File: config.mk
export PLATFORM = sky130hd
export DESIGN_NAME = uart_tx_16x_flat
export DESIGN_NICKNAME = d
export VERILOG_FILES = /design/src/rtl/uart_tx_16x_if.sv /design/src/rtl/uart_tx_16x.sv /design/src/flat_wrapper.sv
export SDC_FILE = /design/constraint.sdc
export NUM_CORES = 1
export LEC_CHECK = 0
export ABC_AREA = 1
export CAP_MARGIN = 20
export CORE_ASPECT_RATIO = 0.8
export CORE_MARGIN = 5
export CORE_UTILIZATION = 53
export CTS_BUF_LIST = sky130_fd_sc_hd__clkbuf_4 sky130_fd_sc_hd__clkbuf_8
export DETAILED_ROUTE_END_ITERATION = 10
export PLACE_DENSITY_LB_ADDON = 0.12
export SLEW_MARGIN = 10
export SYNTH_ARGS = -nofsm -noshare
export SYNTH_HDL_FRONTEND = slang
export SYNTH_SLANG_ARGS = --single-unit
export TNS_END_PERCENT = 50
File: constraint.sdc
create_clock -name clk -period 1.5 [get_ports clk]
set_input_delay 0.225 -clock clk [delete_from_list [all_inputs] [get_ports clk]]
set_output_delay 0.225 -clock clk [all_outputs]
set_load 0.005 [all_outputs]
File: src/rtl/uart_tx_16x_if.sv
// Byte handshake between the upstream host/FIFO and the UART transmitter.
interface uart_tx_16x_if #(
    parameter int unsigned DATA_BITS = 8
);
    logic [DATA_BITS-1:0] tx_data;
    logic                 tx_valid;
    logic                 tx_ready;

    // Host side: offers a byte, observes ready
    modport master (
        output tx_data,
        output tx_valid,
        input  tx_ready
    );

    // Transmitter side: captures a byte when valid && ready
    modport slave (
        input  tx_data,
        input  tx_valid,
        output tx_ready
    );
endinterface

File: src/rtl/uart_tx_16x.sv
// UART transmitter for a 16x-oversampling receiver.
// Double buffered: one byte in the shifter on the line plus one byte in the
// holding register, so consecutive frames leave the line with no idle gap.
module uart_tx_16x #(
    parameter int unsigned DATA_BITS  = 8,
    parameter int unsigned OVERSAMPLE = 16,
    parameter int unsigned PARITY_EN  = 1,
    parameter int unsigned PARITY_ODD = 0,
    parameter int unsigned STOP_BITS  = 1
) (
    input  logic         clk,
    input  logic         reset,
    input  logic         baud_tick,
    uart_tx_16x_if.slave tx_if,
    output logic         TXD,
    output logic         tx_busy,
    output logic         tx_done
);

    localparam int unsigned TICK_W = (OVERSAMPLE > 1) ? $clog2(OVERSAMPLE) : 1;
    localparam int unsigned IDX_W  = 4;

    localparam logic [TICK_W-1:0] TICK_LAST = TICK_W'(OVERSAMPLE - 1);
    localparam logic [IDX_W-1:0]  DATA_LAST = IDX_W'(DATA_BITS - 1);
    localparam logic [IDX_W-1:0]  STOP_LAST = IDX_W'(STOP_BITS - 1);

    typedef enum logic [2:0] {
        S_IDLE   = 3'd0,
        S_START  = 3'd1,
        S_DATA   = 3'd2,
        S_PARITY = 3'd3,
        S_STOP   = 3'd4
    } state_e;

    state_e               state_q, state_d;
    logic [TICK_W-1:0]    tick_cnt_q, tick_cnt_d;
    logic [IDX_W-1:0]     bit_idx_q, bit_idx_d;
    logic [DATA_BITS-1:0] shift_q, shift_d;
    logic                 parity_q, parity_d;
    logic [DATA_BITS-1:0] hold_q, hold_d;
    logic                 hold_full_q, hold_full_d;
    logic                 tx_ready_q, tx_ready_d;
    logic                 txd_q, txd_d;
    logic                 busy_q, busy_d;
    logic                 done_q, done_d;

    logic bit_end;
    logic last_data;
    logic last_stop;
    logic frame_end;
    logic accept;
    logic load;

    // Bit timing and transfer qualifiers shared by next-state and output logic
    assign bit_end   = baud_tick && (tick_cnt_q == TICK_LAST);
    assign last_data = (bit_idx_q == DATA_LAST);
    assign last_stop = (bit_idx_q == STOP_LAST);
    assign frame_end = (state_q == S_STOP) && bit_end && last_stop;
    assign accept    = tx_if.tx_valid && tx_ready_q;
    assign load      = hold_full_q && ((state_q == S_IDLE) || frame_end);

    // State register
    always_ff @(posedge clk or posedge reset) begin
        if (reset) begin
            state_q <= S_IDLE;
        end else begin
            state_q <= state_d;
        end
    end

    // Next-state: walk the frame fields, chaining straight into the next frame if one is held
    always_comb begin
        state_d = state_q;
        case (state_q)
            S_IDLE: begin
                if (hold_full_q) begin
                    state_d = S_START;
                end
            end
            S_START: begin
                if (bit_end) begin
                    state_d = S_DATA;
                end
            end
            S_DATA: begin
                if (bit_end && last_data) begin
                    state_d = (PARITY_EN != 0) ? S_PARITY : S_STOP;
                end
            end
            S_PARITY: begin
                if (bit_end) begin
                    state_d = S_STOP;
                end
            end
            S_STOP: begin
                if (frame_end) begin
                    state_d = hold_full_q ? S_START : S_IDLE;
                end
            end
            default: state_d = S_IDLE;
        endcase
    end

    // Output/datapath: holding register, shifter, counters and registered line level
    always_comb begin
        hold_d      = hold_q;
        hold_full_d = hold_full_q;
        tick_cnt_d  = tick_cnt_q;
        bit_idx_d   = bit_idx_q;
        shift_d     = shift_q;
        parity_d    = parity_q;
        done_d      = 1'b0;
        txd_d       = 1'b1;
        busy_d      = 1'b0;
        tx_ready_d  = tx_ready_q;

        if (accept) begin
            hold_d      = tx_if.tx_data;
            hold_full_d = 1'b1;
        end

        // Counters only advance on baud ticks, so the frame freezes while ticks are absent
        if ((state_q != S_IDLE) && baud_tick) begin
            tick_cnt_d = bit_end ? '0 : tick_cnt_q + TICK_W'(1);
        end

        // bit_idx counts bits within the current field and restarts on every field change
        if (bit_end) begin
            bit_idx_d = (state_d != state_q) ? '0 : bit_idx_q + IDX_W'(1);
        end

        if ((state_q == S_DATA) && bit_end) begin
            shift_d = shift_q >> 1;
        end

        // Parity is frozen from the loaded byte, independent of whatever is held next
        if (load) begin
            hold_full_d = 1'b0;
            shift_d     = hold_q;
            parity_d    = (^hold_q) ^ (PARITY_ODD != 0);
            tick_cnt_d  = '0;
            bit_idx_d   = '0;
        end

        done_d = frame_end;

        case (state_d)
            S_START:  txd_d = 1'b0;
            S_DATA:   txd_d = shift_d[0];
            S_PARITY: txd_d = parity_d;
            default:  txd_d = 1'b1;
        endcase

        busy_d     = (state_d != S_IDLE);
        tx_ready_d = !hold_full_d;
    end

    // Datapath and output registers
    always_ff @(posedge clk or posedge reset) begin
        if (reset) begin
            tick_cnt_q  <= '0;
            bit_idx_q   <= '0;
            shift_q     <= '0;
            parity_q    <= 1'b0;
            hold_q      <= '0;
            hold_full_q <= 1'b0;
            tx_ready_q  <= 1'b1;
            txd_q       <= 1'b1;
            busy_q      <= 1'b0;
            done_q      <= 1'b0;
        end else begin
            tick_cnt_q  <= tick_cnt_d;
            bit_idx_q   <= bit_idx_d;
            shift_q     <= shift_d;
            parity_q    <= parity_d;
            hold_q      <= hold_d;
            hold_full_q <= hold_full_d;
            tx_ready_q  <= tx_ready_d;
            txd_q       <= txd_d;
            busy_q      <= busy_d;
            done_q      <= done_d;
        end
    end

    assign TXD            = txd_q;
    assign tx_busy        = busy_q;
    assign tx_done        = done_q;
    assign tx_if.tx_ready = tx_ready_q;

endmodule

File: src/flat_wrapper.sv
// flat-port wrapper written by rule: the top's interface ports become plain ports
module uart_tx_16x_flat 
#(
    parameter int unsigned DATA_BITS  = 8,
    parameter int unsigned OVERSAMPLE = 16,
    parameter int unsigned PARITY_EN  = 1,
    parameter int unsigned PARITY_ODD = 0,
    parameter int unsigned STOP_BITS  = 1
)
  (clk, reset, baud_tick, TXD, tx_busy, tx_done, tx_if_tx_data, tx_if_tx_valid, tx_if_tx_ready);
  uart_tx_16x_if #(.DATA_BITS(DATA_BITS)) tx_if_i ();
  input  logic clk;
  input  logic reset;
  input  logic baud_tick;
  output logic TXD;
  output logic tx_busy;
  output logic tx_done;
  input wire logic [$bits(tx_if_i.tx_data)-1:0] tx_if_tx_data;
  input wire logic [$bits(tx_if_i.tx_valid)-1:0] tx_if_tx_valid;
  output wire logic [$bits(tx_if_i.tx_ready)-1:0] tx_if_tx_ready;
  assign tx_if_i.tx_data = tx_if_tx_data;
  assign tx_if_i.tx_valid = tx_if_tx_valid;
  assign tx_if_tx_ready = tx_if_i.tx_ready;
  uart_tx_16x #(.DATA_BITS(DATA_BITS), .OVERSAMPLE(OVERSAMPLE), .PARITY_EN(PARITY_EN), .PARITY_ODD(PARITY_ODD), .STOP_BITS(STOP_BITS)) u_core (.clk(clk), .reset(reset), .baud_tick(baud_tick), .tx_if(tx_if_i), .TXD(TXD), .tx_busy(tx_busy), .tx_done(tx_done));
endmodule
==> results of run 1 <==
[stage by stage]
step	total power, mW	util	setup TNS [ps]	hold slack [ps]	worst slack (ps)
floorplan	2.68	-	0	352	24.6
global route	4.62	0.750	-2380	303	-189
finish	4.30	0.750	-1010	264	-132
detailed placement	3.20	0.651	-4790	478	-283
global placement	3.11	0.651	-3890	484	-240
CTS	4.12	0.705	-274	269	-72.2
[sequential cells by signal (all words and copies together) (netlist names)]
register / flops
u_core.tick_cnt_q: 4
u_core.shift_q: 8
u_core.parity_q: 1
u_core.TXD: 1
u_core.bit_idx_q: 4
u_core.tx_if.tx_ready: 1
u_core.hold_full_q: 1
u_core.tx_done: 1
u_core.hold_q: 8
u_core.state_q: 3
u_core.tx_busy: 1
[how the worst max path moves through the flow]
stage	slack [ps]	to	depth (start not counted)	from
2_1_floorplan	20	u_core.tx_busy	11	u_core.tick_cnt_q[0]
3_3_place_gp	-240	u_core.TXD	12	baud_tick
3_5_place_dp	-280	u_core.TXD	12	baud_tick
4_1_cts	-70	u_core.bit_idx_q[3]	12	u_core.tick_cnt_q[0]
5_1_grt	-190	u_core.TXD	11	u_core.tick_cnt_q[0]
6_report	-130	u_core.TXD	11	u_core.tick_cnt_q[0]
[worst reg2reg max path: stages (launching register included)]
cell	delay, ps
dfrtp_1	420
ha_4	180
nand2_4	60
nor2_4	180
nand4_1	150
nand2_2	130
nor2_4	50
buf_4	130
nand2_2	80
inv_2	50
nand2_1	60
nand3_1	70
[timing repair]
action	CTS	global route
hold buffers	0	0
buffers inserted	1	8
endpoints found under the setup margin	20	20
pin swaps	8	6
resized for setup	15	22
[routing by layer]
layer  global-route usage  share of wire  vias up
met5                    0              0        -
met4               0.0775          0.031        0
met3               0.0587          0.051       18
met2                0.308           0.50       52
met1                0.212           0.42      733
li1                     -              -      731
[synth_stat cells, types with 2 or more instances]
cell type	instances
dfstp_2	2
nand2_1	55
ha_1	3
xnor2_1	5
o21ai_0	2
o21ai_1	2
dfrtp_1	31
a21oi_1	5
nand3_1	17
o221ai_1	6
nand4_1	2
nor3_2	2
mux2_2	8
nor2_1	11
nand2_2	6
inv_1	26
nor2_4	2
xor2_1	3
[kinds of logic after synthesis]
group	Yosys count	share of synthesized area
adder cells (fa/ha/maj)	3	0.0217
multiplexers	8	0.0521
AND/OR/NAND/NOR	101	0.272
AO/OA/AOI/OAI	17	0.0652
flip-flops	33	0.479
XOR/XNOR	8	0.0406
buffers and inverters	29	0.0688
[cell type report]
cell class | instances | area, um2 | area share
Multi-Input combinational cell | 137 | 900 | 0.386
Sequential cell | 33 | 831 | 0.356
Timing Repair Buffer | 38 | 320 | 0.137
Inverter | 28 | 110 | 0.0472
Clock buffer | 7 | 90.1 | 0.0386
Tap cell | 40 | 50.0 | 0.0215
Clock inverter | 1 | 30.0 | 0.0129
[power by group through the flow]
stage	Clock (mW)	Combinational, mW	Sequential, mW
2_1_floorplan	0	1.22	1.46
3_3_place_gp	0	1.63	1.49
3_5_place_dp	0	1.69	1.51
4_1_cts	0.905	1.72	1.49
5_1_grt	0.941	2.11	1.56
6_report	0.888	1.89	1.52
==> metrics.log, run 1 <==
INFO  metric hold_viol = 0
INFO  metric first_pass_grt_wire_length = between 6000 and 7000 um
INFO  metric final.period_utilization = 1.09
INFO  metric flip_flop_and_latch_count_after_synthesis = 33
INFO  metric timing.rr.start = u_core.tick_cnt_q[0]
INFO  metric slew_at_the_pin_closest_to_its_max_slew_limit = 362 ps
INFO  metric share_comb_of_total_power = 0.440
INFO  metric synth-async-reset-ratio = 1.00
INFO  metric path_cells = ha_4 > nand2_4 > nor2_4 > nand4_1 > nand2_2 > nor2_4 > buf_4 > nand2_2 > inv_2 > nand2_1 > nand3_1
INFO  metric drv.max_cap_violation_count = 0
INFO  metric area_growth_syn_to_layout = 34.9%
INFO  metric finalWorstSetupSlack = -132 ps
INFO  metric power_report.internal_total = 2.65 mW
INFO  metric yosysWarnings = 0
INFO  metric clkSinkCount = 33
INFO  metric fin_nets = 258
INFO  metric violations_in_the_final_reports = setup timing
INFO  metric timing.hold.worst.class = input port to asynchronous set/reset pin
INFO  metric final_cells = 284
INFO  metric seq_power_share = 0.354
INFO  metric post_synth_main_area_contributors = dfrtp_1, nand2_1, inv_1
INFO  metric count_of_boundary_i_o_pins = 16
INFO  metric timing.critical_path.arrival = 1850 ps
INFO  metric floorplan.core_area = just over 3000 um2
INFO  metric power.static_leakage = 1.15 nW
INFO  metric remaining_drc_errors = 0
INFO  metric cp.required = 1720 ps
INFO  metric buffer_type_at_the_clock_tree_root = clkbuf_8
INFO  metric leading_cell_type_in_the_layout_fill_and_taps_excluded = nand2_1
INFO  metric portion_of_total_power_attributed_to_the_clock_network = 0.206
INFO  metric synth_largest_type_area_fraction = 0.449
INFO  metric max_freq = ~610 MHz
INFO  metric switching_power = 1.65 mW
INFO  metric dpl.hpwl = roughly 2600 um
INFO  metric cts_htree_levels = 2
INFO  metric worst-r2r-cell-count = 11
INFO  metric clock_skew = around 2.1 ps
INFO  metric setup_repair_after_global_routing_missed_its_margin = yes
INFO  metric portion_of_the_post_synthesis_area_used_by_sequential_elements = 0.479
INFO  metric fin_area = approximately 2300 um2
INFO  metric timing.setup.critical_path_class = flip-flop to flip-flop
INFO  metric critPathSlowestCell = dfrtp_1
INFO  metric placement.cell_area = between 2000 and 2500 um2
INFO  metric vias = around 1500
INFO  metric path_buf_inv = 2
INFO  metric crit_fanout = 6
INFO  metric synth_flop_cell = dfrtp_1
INFO  metric post_drt_wl_per_cell = 14.5 um
INFO  metric num_antenna_cells = 0
INFO  metric clkLatencyLatePin = 290 ps
INFO  metric port_buffers = 15
INFO  metric grt_max_degree = 21
INFO  metric syn-instance-count = 199
INFO  metric overflow = 0
INFO  metric floorplan.initialDensity = 0.556
INFO  metric r2r_setup_slack = -130 ps
INFO  metric place_congestion = 0.788
INFO  metric start_kind = flip-flop
INFO  metric tritoncts = built
INFO  metric cell_variety_after_synth = 29
INFO  metric grtUsageTotal = 0.181
INFO  metric max_slew_margin = 0.758
INFO  metric vias_per_cell = 5.40
INFO  metric initialDrtViolationCount = between 100 and 150
INFO  metric design.die.area = 4510 um2
INFO  metric max_stage_delay = 420 ps
INFO  metric numPlacedInstances = 267
INFO  metric nFillCells = 204
INFO  metric share_of_final_layout_standard_cells_stronger_than_drive_strength_1 = 0.332
INFO  metric setup_viol = 17
INFO  metric grt_antenna_before_repair = 0
INFO  metric regToRegEndpoint = u_core.TXD
INFO  metric horizontal_die_dimension = between 70 and 80 um
INFO  metric irDropWorstVdd = 1.25 mV
INFO  metric cell_accounting_for_the_most_synthesized_area = dfrtp_1
INFO  metric run_status = complete, but fails checks
INFO  metric worst_path_dominant_cell_family = simple AND/OR/NAND/NOR gates
INFO  metric vertical_extent_of_the_die = about 60 um
INFO  metric syn_nets = 214
INFO  metric crit_path_end_kind = flip-flop
INFO  metric dr.pass1.iters = 4
INFO  metric most-common-layout-cells = nand2_1, dfrtp_1, inv_1, buf_4, clkdlybuf4s50_1
INFO  metric first_global_vias = 1420
INFO  metric min_clock_period_post_route = 1630 ps
INFO  metric finalWirelength = 4110 um
INFO  metric switching_portion_of_total_power = 0.385
INFO  metric numCtsBuffers = 5
INFO  metric rows = 18
INFO  metric power_per_cell_area = 1850 nW/um2
INFO  metric ant_nets = 0
INFO  metric clk_pin_slew_worst_paths = 70 ps
INFO  metric synth-edff-count = 0
INFO  metric post_synth_design_cell_area = 1730 um2
INFO  metric postSynthAreaPerCell = 8.68 um2
INFO  metric slew_violations = 0
INFO  metric clockBufferDepth = 2
Note: power is estimated with default switching activity, not from simulation.
==> inputs of run 2 (changes only) <==
- GPL_TIMING_DRIVEN: unset -> 0
==> metrics.log, run 2 (synthesized netlist as in run 1, its figures left out) <==
INFO  metric slew_violations = 0
INFO  metric finalWorstSetupSlack = -64.3 ps
INFO  metric clkLatencyLatePin = 290 ps
INFO  metric ant_nets = 0
INFO  metric max_freq = 639 MHz
INFO  metric worst-r2r-cell-count = 10
INFO  metric irDropWorstVdd = 1.28 mV
INFO  metric area_growth_syn_to_layout = 28.9%
INFO  metric clock_skew = 4.20 ps
INFO  metric placement.setup.worst_slack = -293 ps
INFO  metric run_status = complete, but fails checks
INFO  metric rows = 18
INFO  metric timing.setup.critical_path_class = flip-flop to flip-flop
INFO  metric vias_per_cell = 5.29
INFO  metric timing.critical_path.arrival = roughly 1800 ps
INFO  metric place_congestion = 0.817
INFO  metric final.period_utilization = 1.04
INFO  metric num_antenna_cells = 0
INFO  metric cts_htree_levels = 2
INFO  metric power_per_cell_area = 1820 nW/um2
INFO  metric grt_max_degree = 25
INFO  metric biggestRegsByFlops = u_core.hold_q (8), u_core.shift_q (8)
INFO  metric grt_antenna_before_repair = 0
INFO  metric nFillCells = 220
INFO  metric finalWirelength = ~3800 um
INFO  metric setup_repair_after_global_routing_missed_its_margin = yes
INFO  metric design.die.area = about 4500 um2
INFO  metric r2r_setup_slack = -60 ps
INFO  metric grtUsageTotal = 0.188
INFO  metric fin_nets = between 200 and 250
INFO  metric dpl.hpwl = 2490 um
INFO  metric violations_in_the_final_reports = setup timing
INFO  metric hold_viol = 0
INFO  metric floorplan.initialDensity = 0.556
INFO  metric vertical_extent_of_the_die = 61.1 um
INFO  metric regToRegEndpoint = u_core.tick_cnt_q[0]
INFO  metric power.static_leakage = 1.11 nW
INFO  metric final_cells = between 200 and 300
INFO  metric horizontal_die_dimension = 73.8 um
INFO  metric first_pass_grt_wire_length = 6270 um
INFO  metric timing.rr.start = u_core.tick_cnt_q[1]
INFO  metric tritoncts = built
INFO  metric floorplan.core_area = 3110 um2
INFO  metric max_slew_margin = 0.683
INFO  metric crit_fanout = 6
INFO  metric initialDrtViolationCount = 79
INFO  metric setup_viol = 13
INFO  metric post_drt_wl_per_cell = 13.8 um
INFO  metric clockBufferDepth = 2
INFO  metric leading_cell_type_in_the_layout_fill_and_taps_excluded = nand2_1
INFO  metric first_global_vias = 1437
INFO  metric vias = about 1400
INFO  metric fin_setup_tns = -365 ps
INFO  metric post_cts_hold_buffer_count = 0
INFO  metric port_buffers = 15
INFO  metric overflow = 0
INFO  metric most-common-layout-cells = nand2_1, dfrtp_1, inv_1, nand3_1, clkdlybuf4s50_1
INFO  metric dr.pass1.iters = 5
INFO  metric cp.required = 1720 ps
INFO  metric numCtsBuffers = 5
INFO  metric count_of_boundary_i_o_pins = 16
INFO  metric timing.hold.worst.class = input port to asynchronous set/reset pin
INFO  metric min_clock_period_post_route = around 1600 ps
INFO  metric slew_at_the_pin_closest_to_its_max_slew_limit = 475 ps
INFO  metric numPlacedInstances = 255
INFO  metric share_of_final_layout_standard_cells_stronger_than_drive_strength_1 = 0.283
INFO  metric clkSinkCount = 33
INFO  metric remaining_drc_errors = 0
INFO  metric clk_pin_slew_worst_paths = about 70 ps
INFO  metric drv.max_cap_violation_count = 0
INFO  metric buffer_type_at_the_clock_tree_root = clkbuf_8
INFO  metric start_kind = flip-flop
INFO  metric crit_path_end_kind = flip-flop
run 2: worst max-delay path by stage:
stage | start | end | slack [ps]
detailed placement | baud_tick | u_core.bit_idx_q[3] | -290
finish | u_core.tick_cnt_q[1] | u_core.tick_cnt_q[0] | -60
global placement | baud_tick | u_core.TXD | -260
floorplan | u_core.tick_cnt_q[0] | u_core.tx_busy | 20
CTS | u_core.tick_cnt_q[1] | u_core.bit_idx_q[3] | -20
global route | u_core.tick_cnt_q[1] | u_core.tick_cnt_q[0] | -170
run 2: per-layer routing:
layer	track usage	share of wire
met1	0.215	0.43
met2	0.328	0.50
met3	0.0701	0.054
met4	0.0672	0.016
met5	0	0
run 2: cell type report:
class	instances	area, um2	area share
multi-input cells	137	878	0.394
plain buffers	1	11.3	0.00506
repair buffers	26	250	0.112
clock buffers	8	97.6	0.0438
inverters	28	110	0.0494
well taps	40	50.0	0.0225
flip-flops and latches	33	830	0.372
run 2: timing repair:
item,in CTS,in global routing
setup buffers,8,2
gates resized for setup,13,19
pin swaps,9,8
setup endpoints to repair,21,19
run 2: critical path, stage by stage (launching register included):
cell and delay (ps):
dfrtp_1 420, ha_4 190, nand2_4 80, inv_2 50
nand2_4 80, nor2_2 40, nand3_2 90, nand2_4 100
nor2_2 230, nand3_1 120, o21ai_1 90
run 2: stage by stage:
stage               total power [mW]  hold slack [ps]  utilization  instance area (um2)
finish                          4.05              242        0.717                 2230
global route                    4.38              286        0.717                 2230
CTS                             3.88              256        0.689                 2140
detailed placement              3.10              485        0.629                 1960
global placement                3.00              471        0.620                 1930
floorplan                       2.68              352            -                 1730
run 2: power breakdown:
part	switching, mW	total (mW)	internal [mW]	leakage [nW]
clock	0.326	0.736	0.410	0.0523
combinational	1.02	1.81	0.791	0.642
sequential	0.252	1.50	1.25	0.413
==> inputs of run 3 (changes only) <==
- RECOVER_POWER: unset -> 25
==> metrics.log, run 3 (synthesized netlist as in run 1, its figures left out) <==
INFO  metric most-common-layout-cells = nand2_1, dfrtp_1, inv_1, nand3_1, clkdlybuf4s50_1
INFO  metric wl_met3 = 211 um
INFO  metric hold_viol = 0
INFO  metric power_per_cell_area = roughly 1800 nW/um2
INFO  metric run_status = complete, but fails checks
INFO  metric start_kind = flip-flop
INFO  metric floorplan.core_area = 3110 um2
INFO  metric finalWorstSetupSlack = -63.1 ps
INFO  metric port_buffers = 15
INFO  metric floorplan.initialDensity = 0.556
INFO  metric finalHoldWorstSlack = 342 ps
INFO  metric max_stage_delay = around 420 ps
INFO  metric horizontal_die_dimension = around 74 um
INFO  metric clock_skew = 4.28 ps
INFO  metric overflow = 0
INFO  metric buffer_type_at_the_clock_tree_root = clkbuf_8
INFO  metric detailroute.wirelength.met2 = 1880 um
INFO  metric drv.max_cap_violation_count = 0
INFO  metric final.period_utilization = 1.04
INFO  metric initialDrtViolationCount = 80
INFO  metric num_antenna_cells = 0
INFO  metric vias = 1450
INFO  metric timing.setup.critical_path_class = flip-flop to flip-flop
INFO  metric grtUsageTotal = 0.188
INFO  metric dpl.hpwl = 2490 um
INFO  metric r2r_setup_slack = -60 ps
INFO  metric final_core_util = 0.709
INFO  metric seq_power_share = 0.371
INFO  metric vertical_extent_of_the_die = 61.1 um
INFO  metric portion_of_total_power_attributed_to_the_clock_network = 0.182
INFO  metric path_cells = ha_4 > nand2_4 > inv_2 > nand2_4 > nor2_2 > nand3_2 > nand2_4 > nor2_2 > nand3_1 > o21ai_1
INFO  metric most_prevalent_standard_cell_on_the_critical_path = nand2_4
INFO  metric biggestRegsByFlops = u_core.hold_q (8), u_core.shift_q (8)
INFO  metric switching_portion_of_total_power = 0.396
INFO  metric grt_antenna_before_repair = 0
INFO  metric switching_power = 1.60 mW
INFO  metric power.static_leakage = 1.10 nW
INFO  metric crit_path_end_kind = flip-flop
INFO  metric setup_viol = 13
INFO  metric fin_nets = 247
INFO  metric cts_htree_levels = 2
INFO  metric clockBufferDepth = 2
INFO  metric slew_at_the_pin_closest_to_its_max_slew_limit = roughly 560 ps
INFO  metric rows = 18
INFO  metric share_of_final_layout_standard_cells_stronger_than_drive_strength_1 = 0.283
INFO  metric share_comb_of_total_power = 0.447
INFO  metric post_drt_wl_per_cell = roughly 14 um
INFO  metric design.die.area = approximately 4500 um2
INFO  metric area_growth_syn_to_layout = 27.6%
INFO  metric timing.critical_path.arrival = 1780 ps
INFO  metric critPathSlowestCell = dfrtp_1
INFO  metric clkLatencyLatePin = 290 ps
INFO  metric first_global_vias = between 1000 and 1500
INFO  metric irDropWorstVdd = approximately 1.3 mV
INFO  metric place_congestion = ~0.82
INFO  metric vias_per_cell = approximately 5.3
INFO  metric min_clock_period_post_route = 1560 ps
INFO  metric slew_violations = 0
INFO  metric first_pass_grt_wire_length = ~6300 um
INFO  metric tritoncts = built
INFO  metric placement.setup.worst_slack = -293 ps
INFO  metric met1_length = 1620 um
INFO  metric ant_nets = 0
INFO  metric max_freq = 640 MHz
INFO  metric max_slew_margin = 0.624
INFO  metric count_of_boundary_i_o_pins = 16
INFO  metric power_report.internal_total = 2.44 mW
INFO  metric post_cts_hold_buffer_count = 0
INFO  metric dr.pass1.iters = 5
INFO  metric crit_fanout = 6
INFO  metric timing.hold.worst.class = input port to asynchronous set/reset pin
INFO  metric top_signal_layer_used = met4
INFO  metric remaining_drc_errors = 0
INFO  metric numCtsBuffers = 5
INFO  metric clk_pin_slew_worst_paths = ~70 ps
INFO  metric clkSinkCount = 33
INFO  metric cp.required = 1720 ps
INFO  metric leading_cell_type_in_the_layout_fill_and_taps_excluded = nand2_1
INFO  metric finalWirelength = 3770 um
INFO  metric violations_in_the_final_reports = setup timing
INFO  metric grt_max_degree = 25
INFO  metric nFillCells = 223
INFO  metric setup_repair_after_global_routing_missed_its_margin = yes
==> run 3: cell types whose count changed in the layout (fill, tap and decap cells not counted), sizes merged <==
| cell | delta |
|---|---|
| clkbuf | +1 |
| clkdlybuf4s50 | -1 |
| dlygate4sd3 | +1 |
| buf | -1 |
==> run 3: power groups by stage <==
stage          Clock [mW]  Combinational [mW]  Sequential (mW)
4_1_cts             0.740                1.66             1.48
6_report            0.736                1.81             1.50
3_5_place_dp            0                1.60             1.50
3_3_place_gp            0                1.51             1.49
2_1_floorplan           0                1.22             1.46
5_1_grt             0.798                2.03             1.54
==> run 3: area by class of cell <==
cell class,count,area (um2),area share
multi-input combinational,137,878,0.398
tap,40,50.0,0.0227
inverter,28,110,0.0499
sequential,33,830,0.376
timing repair buffer,26,228,0.103
buffer,1,11.3,0.00511
clock buffer,8,97.6,0.0443
==> run 3: worst paths after layout <==
path	cells past startpoint	endpoint	startpoint
max in group asynchronous	3	u_core.state_q[0]	reset
max reg2reg	10	u_core.tick_cnt_q[0]	u_core.tick_cnt_q[1]
min in group clk	2	u_core.parity_q	u_core.parity_q
max	10	u_core.tick_cnt_q[0]	u_core.tick_cnt_q[1]
min	2	u_core.tick_cnt_q[3]	reset
min reg2reg	2	u_core.parity_q	u_core.parity_q
==> run 3: per-layer routing <==
| metal | track usage | vias up |
|---|---|---|
| met2 | 0.328 | 44 |
| met4 | 0.0672 | 0 |
| met1 | 0.215 | 693 |
| met3 | 0.0701 | 8 |
| met5 | 0 | - |
| li1 | - | 705 |
==> run 3: critical path, delay by kind of cell, from the launching register on <==
family	cells	cell delay (ps)
DFF	1	420
adders and majority gates	1	190
buffers and inverters	1	50
and+or+nand+nor	7	740
AOI/OAI and AO/OA	1	90
==> run 3: per-stage QoR <==
stage | setup TNS [ps] | area [um2] | power (mW) | std cells
final | -361 | 2200 | 4.04 | 273
after floorplan | 0 | 1730 | 2.68 | 199
after global placement | -8510 | 1930 | 3.00 | 254
after detailed placement | -5050 | 1960 | 3.10 | 255
after global routing | -1550 | 2200 | 4.37 | 273
after CTS | -49.8 | 2140 | 3.88 | 271
==> run 3: what timing repair did <==
item | CTS | global route
setup buffers | 8 | 2
pin swaps | 9 | 8
endpoints found under the setup margin | 21 | 19
gates resized for setup | 13 | 19
